$ cat src/rtl/aes_ctr_pkg.sv
// Shared types and widths for the AES-CTR sequencer.
package aes_ctr_pkg;

    localparam int BLOCK_W = 128;
    localparam int NONCE_W = 96;
    localparam int CTR_W   = 32;

    typedef enum logic [1:0] {
        IDLE   = 2'd0,
        PREP   = 2'd1,
        GEN    = 2'd2,
        KS_RDY = 2'd3
    } state_e;

endpackage

$ cat src/rtl/aes_ctr_outbuf.sv
// Single-entry valid/ready output register. A load and a drain may occur on
// the same edge; the load wins and the entry stays valid.
module aes_ctr_outbuf
    import aes_ctr_pkg::*;
(
    input  logic               clk_i,
    input  logic               rst_n,
    input  logic               load_i,
    input  logic [BLOCK_W-1:0] load_data_i,
    input  logic               ready_i,
    output logic               can_load_o,
    output logic [BLOCK_W-1:0] data_o,
    output logic               valid_o
);

    logic [BLOCK_W-1:0] data_q;
    logic               valid_q;

    // Room for a new entry when empty or when the current entry leaves this cycle.
    assign can_load_o = !valid_q || ready_i;
    assign data_o     = data_q;
    assign valid_o    = valid_q;

    // Entry register: load has priority over drain; data is held after drain.
    always_ff @(posedge clk_i or negedge rst_n) begin
        if (!rst_n) begin
            data_q  <= '0;
            valid_q <= 1'b0;
        end else if (load_i) begin
            data_q  <= load_data_i;
            valid_q <= 1'b1;
        end else if (valid_q && ready_i) begin
            valid_q <= 1'b0;
        end
    end

endmodule

$ cat src/rtl/aes_ctr_sequencer.sv
// CTR-mode sequencer sitting between the payload stream and an AES-256 core.
// Builds {nonce, ctr} counter blocks, captures the returned keystream and
// XORs it onto one payload block per keystream block.
//
// state  | meaning
// IDLE   | nothing in flight; waiting for start_i (also terminal after wrap)
// PREP   | one cycle with core_en_o low so the core restarts its rounds
// GEN    | core enabled on a stable counter block; waiting for core_done_i
// KS_RDY | keystream held in ks_q; waiting to accept one payload block
module aes_ctr_sequencer
    import aes_ctr_pkg::*;
#(
    parameter int NONCE_W = aes_ctr_pkg::NONCE_W,
    parameter int CTR_W   = aes_ctr_pkg::CTR_W
) (
    input  logic               clk_i,
    input  logic               rst_n,
    input  logic               start_i,
    input  logic [NONCE_W-1:0] nonce_i,
    input  logic [CTR_W-1:0]   ctr_init_i,
    input  logic [BLOCK_W-1:0] data_i,
    input  logic               data_valid_i,
    output logic               data_ready_o,
    output logic [BLOCK_W-1:0] data_o,
    output logic               data_valid_o,
    input  logic               data_ready_i,
    output logic               core_en_o,
    output logic [BLOCK_W-1:0] core_block_o,
    input  logic [BLOCK_W-1:0] core_block_i,
    input  logic               core_done_i,
    input  logic               core_busy_i,
    output logic               ctr_wrap_o
);

    state_e             state_q;
    logic [NONCE_W-1:0] nonce_q;
    logic [CTR_W-1:0]   ctr_q;
    logic [BLOCK_W-1:0] ks_q;
    logic               core_en_q;
    logic               wrap_q;
    logic               buf_can_load;
    logic               accept;
    logic               unused_busy;

    // Core busy is informational only; sequencing relies on core_done_i.
    assign unused_busy = core_busy_i;

    // start_i takes priority over a payload accept in the same cycle.
    assign data_ready_o = (state_q == KS_RDY) && buf_can_load && !start_i;
    assign accept       = data_valid_i && data_ready_o;

    assign core_en_o    = core_en_q;
    assign core_block_o = {nonce_q, ctr_q};
    assign ctr_wrap_o   = wrap_q;

    // Sequencer FSM with counter, keystream capture and registered core enable.
    always_ff @(posedge clk_i or negedge rst_n) begin
        if (!rst_n) begin
            state_q   <= IDLE;
            nonce_q   <= '0;
            ctr_q     <= '0;
            ks_q      <= '0;
            core_en_q <= 1'b0;
            wrap_q    <= 1'b0;
        end else if (start_i) begin
            // Any in-flight keystream is dropped; the output buffer is untouched.
            state_q   <= PREP;
            nonce_q   <= nonce_i;
            ctr_q     <= ctr_init_i;
            ks_q      <= '0;
            core_en_q <= 1'b0;
            wrap_q    <= 1'b0;
        end else begin
            case (state_q)
                IDLE: begin
                    core_en_q <= 1'b0;
                end
                PREP: begin
                    state_q   <= GEN;
                    core_en_q <= 1'b1;
                end
                GEN: begin
                    if (core_done_i) begin
                        ks_q      <= core_block_i;
                        state_q   <= KS_RDY;
                        core_en_q <= 1'b0;
                    end
                end
                KS_RDY: begin
                    if (accept) begin
                        if (ctr_q != '1) begin
                            ctr_q   <= ctr_q + CTR_W'(1);
                            state_q <= PREP;
                        end else begin
                            // Counter space exhausted: never reuse a keystream block.
                            wrap_q  <= 1'b1;
                            state_q <= IDLE;
                        end
                    end
                end
                default: begin
                    state_q   <= IDLE;
                    core_en_q <= 1'b0;
                end
            endcase
        end
    end

    aes_ctr_outbuf u_outbuf (
        .clk_i       (clk_i),
        .rst_n       (rst_n),
        .load_i      (accept),
        .load_data_i (data_i ^ ks_q),
        .ready_i     (data_ready_i),
        .can_load_o  (buf_can_load),
        .data_o      (data_o),
        .valid_o     (data_valid_o)
    );

endmodule
$ cat config.mk
export PLATFORM = sky130hd
export DESIGN_NAME = aes_ctr_sequencer
export DESIGN_NICKNAME = d
export VERILOG_FILES = /design/src/rtl/aes_ctr_pkg.sv /design/src/rtl/aes_ctr_outbuf.sv /design/src/rtl/aes_ctr_sequencer.sv
export SDC_FILE = /design/constraint.sdc
export NUM_CORES = 1
export LEC_CHECK = 0
export ABC_AREA = 0
export CAP_MARGIN = 10
export CORE_AREA = 2 2 252 254
export CTS_BUF_LIST = sky130_fd_sc_hd__clkbuf_8
export DETAILED_ROUTE_END_ITERATION = 6
export DIE_AREA = 0 0 254 256
export HOLD_SLACK_MARGIN = 0.12
export PLACE_DENSITY = 0.61
export SYNTH_ARGS = -nofsm -noshare
export SYNTH_HDL_FRONTEND = slang
export SYNTH_HIERARCHICAL = 1
export SYNTH_SLANG_ARGS = --single-unit
$ cat constraint.sdc
create_clock -name clk_i -period 6.7 [get_ports clk_i]
set_input_delay 2.01 -clock clk_i [delete_from_list [all_inputs] [get_ports clk_i]]
set_output_delay 2.01 -clock clk_i [all_outputs]
set_load 0.02 [all_outputs]
==> results of run 1 <==
layout by cell type (no fill, tap or decap), drive strengths merged, types with 7 or more instances in the layout:
| cell | netlist | final |
|---|---|---|
| and3 | 8 | 8 |
| and4 | 8 | 8 |
| buf | 23 | 13 |
| clkbuf | 56 | 91 |
| clkdlybuf4s50 | 0 | 647 |
| clkinv | 1 | 7 |
| dfrtp | 389 | 389 |
| diode | 0 | 8 |
| inv | 5 | 33 |
| mux2 | 224 | 224 |
| nand2 | 285 | 285 |
| nand3 | 16 | 16 |
| nand4 | 13 | 13 |
| nor2 | 11 | 11 |
| nor4 | 7 | 7 |
| o21ai | 150 | 150 |
| xnor2 | 12 | 12 |
| xor2 | 134 | 134 |
report_power, final:
group / internal (mW) / switching [mW]
combinational: 1.51 / 1.37
clock: 1.27 / 1.06
sequential: 2.92 / 0.342
worst reg2reg max path, delay by kind of cell, from the launching register on:
family        cells  cell delay (ps)
buf+inv           2             1030
simple gates      1              630
mux               1              520
flops             1              400
fa+ha+maj         1              370
cells by family (layout without fill, tap and decap cells):
family | after synthesis | after routing
other | 0 | 8
and+or+nand+nor | 366 | 366
adders and majority gates | 5 | 5
xor gates and xnor gates | 146 | 146
DFF | 389 | 389
buffers and inverters | 85 | 794
AOI/OAI and AO/OA | 192 | 192
muxes | 226 | 226
how the worst max path moves through the flow:
stage,from,to,cells past startpoint
floorplan,start_i,data_ready_o,5
global placement,data_ready_i,data_ready_o,4
detailed placement,data_ready_i,data_ready_o,4
CTS,data_ready_i,data_ready_o,4
global route,data_ready_i,data_ready_o,4
finish,data_ready_i,data_ready_o,4
through the flow:
step	power (mW)	util [%]	worst slack, ps	hold slack, ps
6_report	8.47	41.1	1070	493
3_5_place_dp	6.21	38.7	1040	485
2_1_floorplan	4.63	-	1580	469
4_1_cts	8.62	41.0	1040	497
3_3_place_gp	6.14	38.7	1040	480
5_1_grt	8.95	41.1	991	513
final cells by class:
| class | instances | area [µm²] |
|---|---|---|
| flip-flops and latches | 389 | 9730 |
| clock buffers | 91 | 1250 |
| well taps | 846 | 1060 |
| multi-input cells | 935 | 6640 |
| fillers | 6045 | 36800 |
| inverters | 6 | 30.0 |
| clock inverters | 37 | 224 |
| diodes | 8 | 20.0 |
| repair buffers | 660 | 6660 |
routing by layer:
metal  up-vias  GRT usage, %
met5         -             0
met4         2          6.49
met3        82          7.39
met2       487          28.8
met1      6219          17.4
li1       6138             -
flip-flops by register name (all words and copies together) (netlist names):
name              count
ks_q                128
u_outbuf/data_o     128
nonce_q              96
ctr_q                32
state_q               2
core_en_o             1
ctr_wrap_o            1
u_outbuf/valid_o      1
==> summary.txt, run 1 <==
Outcome
  • Status: complete, no violations

Setup path
  • Slowest-stage cell, CP: clkdlybuf4s50_1
  • FF-to-FF Start: state_q[0]$_DFFE_PN0P_
  • Worst path max stage delay: around 630 ps
  • Crit path buf inv count: 2
  • Crit-path cells: clkdlybuf4s50_1 -> nand2b_1 -> and3_1 -> clkdlybuf4s50_1
  • WS Path Type: in2out
  • R2R depth: 5
  • Worst path required time: around 4700 ps
  • Critical path arrival: approximately 3600 ps
  • CP startpoint kind: primary input
  • CP dominant cell by count: clkdlybuf4s50_1
  • Crit path capture type: primary output
  • Delay-heaviest family, CP: buffers and inverters
  • Worst reg2reg setup slack: around 3600 ps
  • Crit Path Max Fanout: 5
  • FF-to-FF End: u_outbuf/data_o[113]$_DFFE_PN0P_

Final layout
  • Fin cells: between 2k and 3k
  • Post-layout nets: about 2.5k
  • P&R area growth vs syn: 52.5%
  • Post-route cell area: roughly 26,000 µm²
  • Ratio of cells with drive above 1 in the final layout: between 15 and 20%

Route
  • Iteration count of the initial detailed-routing pass: 4
  • DR vias/cell: about 4.3
  • Met1 wire length: roughly 20,000 µm
  • Final ANT Viol Nets: 0
  • Met3 Routed Length: between 5000 and 6000 µm
  • Routed Wire Length: ~55,000 µm
  • DRT iter0 DRCs: around 580
  • Vias: between 10k and 15k
  • Routed length on met2: between 20,000 and 30,000 µm
  • Detailed-route wire length per cell: 18.4 µm
  • Number of remaining DRC errors: 0
  • Max Used Layer: met5

Worst hold path
  • Hold crit path type: reg2reg
  • Hold Path End: ctr_wrap_o$_DFFE_PN0P_
  • WHS Path Cells: 2
  • Hold_sp: ctr_wrap_o$_DFFE_PN0P_

Synth
  • Synth Area in Adders: 0.373%
  • Mux contribution to synthesized area: approximately 15%
  • Top cell type by total area after synthesis: dfrtp_1
  • Post-synth EDFFs: 0
  • Simple-Gate Fraction of Synth Area: 9.62%
  • Synthesized area: approximately 17,000 µm²
  • Most common cell in the netlist: dfrtp_1
  • Syn_nets: ~1.8k
  • Mapped Avg Cell Area: around 12 µm²
  • Synth async-reset ratio: between 90% and 100%
  • Xor-xnor portion of the synthesized cell area: between 7 and 8%
  • Synth Area in Compound Gates: around 6.7%
  • Mapped Cells: between 1k and 1.5k
  • Most frequent cells after synthesis: 389 x dfrtp_1, 285 x nand2_1, 224 x mux2_2
  • Leading post-synthesis cells by cell area: dfrtp_1 58%, mux2_2 15%, xor2_1 7.0%
  • Post-synthesis sequential area ratio: 58.0%
  • Synth warn: 6
  • Largest family of logic cells by synthesized area: multiplexers
  • Flops & latches, synth: between 300 and 400
  • Synth top area share: 58.0%
  • Ys flop type: dfrtp_1
  • Unique masters post-synth: between 50 and 60

Clock tree
  • Cts bufs inserted: 74
  • CTS Hold Buffers Added: 0
  • H-tree depth: 3
  • Clk slew on worst S/H paths: 50 ps
  • CTS max path bufs: 3
  • Clock latency on the worst-skew pair: around 640 ps
  • Postcts setup bufs: 0
  • Clock Sinks: around 400
  • CTS tree: done
  • CTS-repair resized insts: 0
  • CTS Root Cell: clkbuf_8

Floorplan
  • Die height: 256 µm
  • Die X: roughly 250 µm
  • I/O Pins: about 650
  • Core area: roughly 62,000 µm²
  • FP Rows: a little over 90
  • DIE AREA: around 65,000 µm²
  • Initial Util: a little over a quarter

Timing
  • Unrepaired setup endpoints after global routing: false
  • Final setup TNS: 0 ps
  • Worst slew margin: approximately 33%
  • Number of endpoints failing setup at the final stage: 0
  • Fmax: approximately 180 MHz
  • Final Max Tran Viols: 0
  • Slew @ Worst Pin: slightly above 1000 ps
  • Clock Skews: 38.4 ps
  • Final worst-path cycle share: around 84%
  • Post-route minimum period: 5630 ps
  • Final hold vios: 0

Place
  • Number of port buffers: between 600 and 700
  • DP Wirelength: slightly below 40,000 µm
  • Placed Cells: ~2.8k
  • Placed Area: roughly 24,000 µm²
  • Placer Congestion: around 0.80

GRT
  • GRT Overall Usage: between 10% and 20%
  • Initial antenna violation count: 9
  • Largest net degree at the start of global routing: between 150 and 200
  • Congestion Overflow GR: 0
  • First-pass GRT wire length: 82,600 µm
  • Vias in the first global route: roughly 14k

Power and ir drop
  • Worst VDD drop: approximately 0.17 mV
  • Power per cell area: around 330 nW/µm²
  • Leak: ~11 nW

Flow run
  • Max cap viols: 0
Note: power is estimated with default switching activity, not from simulation.
==> run 2: changes to the inputs <==
--- a/config.mk
+++ b/config.mk
@@ -7,12 +7,12 @@
 export LEC_CHECK = 0
 export ABC_AREA = 0
 export CAP_MARGIN = 10
-export CORE_AREA = 2 2 252 254
+export CORE_AREA = 2 2 256 258
 export CTS_BUF_LIST = sky130_fd_sc_hd__clkbuf_8
 export DETAILED_ROUTE_END_ITERATION = 6
-export DIE_AREA = 0 0 254 256
+export DIE_AREA = 0 0 258 260
 export HOLD_SLACK_MARGIN = 0.12
-export PLACE_DENSITY = 0.61
+export PLACE_DENSITY = 0.59
 export SYNTH_ARGS = -nofsm -noshare
 export SYNTH_HDL_FRONTEND = slang
 export SYNTH_HIERARCHICAL = 1
==> constraint.sdc (replaced) <==
create_clock -name clk_i -period 5.68 [get_ports clk_i]
set_input_delay 1.704 -clock clk_i [delete_from_list [all_inputs] [get_ports clk_i]]
set_output_delay 1.704 -clock clk_i [all_outputs]
set_load 0.02 [all_outputs]
==> summary.txt, run 2 (synthesis gave the netlist of run 1 again) <==
Clock tree
  • H-tree depth: 3
  • Clk slew on worst S/H paths: ~50 ps
  • CTS Root Cell: clkbuf_8
  • Clock Sinks: 389
  • CTS tree: done
  • Clock latency on the worst-skew pair: between 600 and 700 ps
  • Postcts setup bufs: 0
  • CTS-repair resized insts: 0
  • CTS max path bufs: 3
  • CTS Hold Buffers Added: 0
  • Cts bufs inserted: 75

Setup path
  • Worst path required time: 3980 ps
  • FF-to-FF End: u_outbuf/data_o[71]$_DFFE_PN0P_
  • Crit path capture type: primary output
  • R2R depth: 5
  • Worst path max stage delay: roughly 650 ps
  • Crit-path cells: clkdlybuf4s50_1 -> nand2b_1 -> and3_1 -> clkdlybuf4s50_1
  • Slowest-stage cell, CP: clkdlybuf4s50_1
  • Delay-heaviest family, CP: buffers and inverters
  • CP startpoint kind: primary input
  • WS Path Type: in2out
  • Worst reg2reg setup slack: about 2500 ps
  • CP dominant cell by count: clkdlybuf4s50_1
  • Crit Path Max Fanout: 5
  • Critical path arrival: roughly 3200 ps
  • FF-to-FF Start: state_q[1]$_DFFE_PN0P_
  • Crit path buf inv count: 2

Worst hold path
  • Hold_sp: ks_q[80]$_DFFE_PN0P_
  • Hold Path End: ks_q[80]$_DFFE_PN0P_
  • WHS Path Cells: 2
  • Hold crit path type: reg2reg

Power and ir drop
  • Combinational power share: roughly a third
  • Power per cell area: slightly below 400 nW/µm²
  • Power Internal: just under 7 mW
  • P_sw: approximately 3.3 mW
  • Clock share of power: 28.1%
  • Flop pwr share: between 30% and 40%
  • Sw Share: around a third
  • Worst VDD drop: around 0.24 mV
  • Leak: around 11 nW

Final layout
  • Fill cells: 6,234
  • Ratio of cells with drive above 1 in the final layout: between 10% and 20%
  • Post-layout nets: roughly 2.5k
  • P&R area growth vs syn: 52.9%
  • Most frequent cells in the layout: 647 x clkdlybuf4s50_1, 389 x dfrtp_1, 285 x nand2_1
  • Commonest non-fill, non-tap cell in the layout: clkdlybuf4s50_1

GRT
  • First-pass GRT wire length: between 80,000 and 90,000 µm
  • Largest net degree at the start of global routing: 164
  • GRT Overall Usage: roughly 17%
  • Vias in the first global route: between 10k and 15k
  • Initial antenna violation count: 10
  • Congestion Overflow GR: 0

Floorplan
  • DIE AREA: 67,100 µm²
  • Die X: about 260 µm
  • Die height: 260 µm
  • Initial Util: 26.2%
  • FP Rows: just over 90
  • I/O Pins: between 600 and 700
  • Core area: roughly 64,000 µm²

Timing
  • Post-route minimum period: around 4900 ps
  • Clock Skews: between 40 and 50 ps
  • Final worst-path cycle share: a little under nine tenths
  • Hold slack final: 492 ps
  • Final setup TNS: 0 ps
  • Slew @ Worst Pin: 1060 ps
  • Number of endpoints failing setup at the final stage: 0
  • Final hold vios: 0
  • Final Max Tran Viols: 0
  • Unrepaired setup endpoints after global routing: false
  • Fmax: approximately 200 MHz
  • Worst slew margin: around 30%

Route
  • DRT iter0 DRCs: approximately 540
  • Routed Wire Length: roughly 57,000 µm
  • Number of remaining DRC errors: 0
  • Iteration count of the initial detailed-routing pass: 4
  • Vias: roughly 13k
  • Detailed-route wire length per cell: between 15 and 20 µm
  • DR vias/cell: between 4 and 5
  • Final ANT Viol Nets: 0

Place
  • DP Wirelength: about 40,000 µm
  • Number of port buffers: 649
  • Placer Congestion: approximately 0.83

Outcome
  • Status: complete, no violations

Flow run
  • Max cap viols: 0
run 2: final cells by class:
cell class                 instances  area, µm²  share of cell area [%]
sequential                       389       9730                    37.9
timing repair buffer             663       6680                    26.0
multi-input combinational        935       6640                    25.8
clock buffer                      93       1280                    4.99
tap                              855       1070                    4.17
clock inverter                    27        220                   0.858
inverter                           6       32.5                   0.127
antenna                            6       15.0                  0.0585
run 2: power groups by stage:
| stage | clock [mW] | combinational [mW] | sequential, mW |
|---|---|---|---|
| after global placement | 0 | 3.40 | 3.85 |
| after detailed placement | 0 | 3.44 | 3.89 |
| after CTS | 2.95 | 3.46 | 3.85 |
| final | 2.83 | 3.41 | 3.84 |
| after global routing | 3.09 | 3.62 | 3.93 |
| after floorplan | 0 | 0.944 | 4.52 |
run 2: tightest hold or removal path, cell delays in order (launching register included):
cell and delay [ps]:
dfrtp_1 350, nand2_1 50, o21ai_0 60
run 2: metal layers:
metal	vias to the layer above	GRT usage, %	share of wire (%)
li1	6136	-	-
met1	6268	18.5	38
met2	526	27.9	49
met3	106	6.76	10
met4	6	6.73	3.2
met5	-	0	0.055
run 2: worst max-delay path by stage:
stage                       startpoint      endpoint  slack, ps  cells past startpoint
after global routing      data_ready_i  data_ready_o        740                      4
final                     data_ready_i  data_ready_o        770                      4
after floorplan                start_i  data_ready_o       1170                      5
after global placement    data_ready_i  data_ready_o        750                      4
after CTS                 data_ready_i  data_ready_o        770                      4
after detailed placement  data_ready_i  data_ready_o        770                      4
run 2: metrics by stage:
stage / util (%) / instance area, µm² / cells / power (mW) / worst slack [ps]
2_1_floorplan: - / 16800 / 1409 / 5.46 / 1170
3_3_place_gp: 37.7 / 24200 / 2848 / 7.25 / 749
3_5_place_dp: 37.7 / 24200 / 2848 / 7.33 / 765
4_1_cts: 40.0 / 25700 / 2968 / 10.3 / 765
5_1_grt: 40.0 / 25700 / 2972 / 10.6 / 741
6_report: 40.0 / 25700 / 2974 / 10.1 / 773
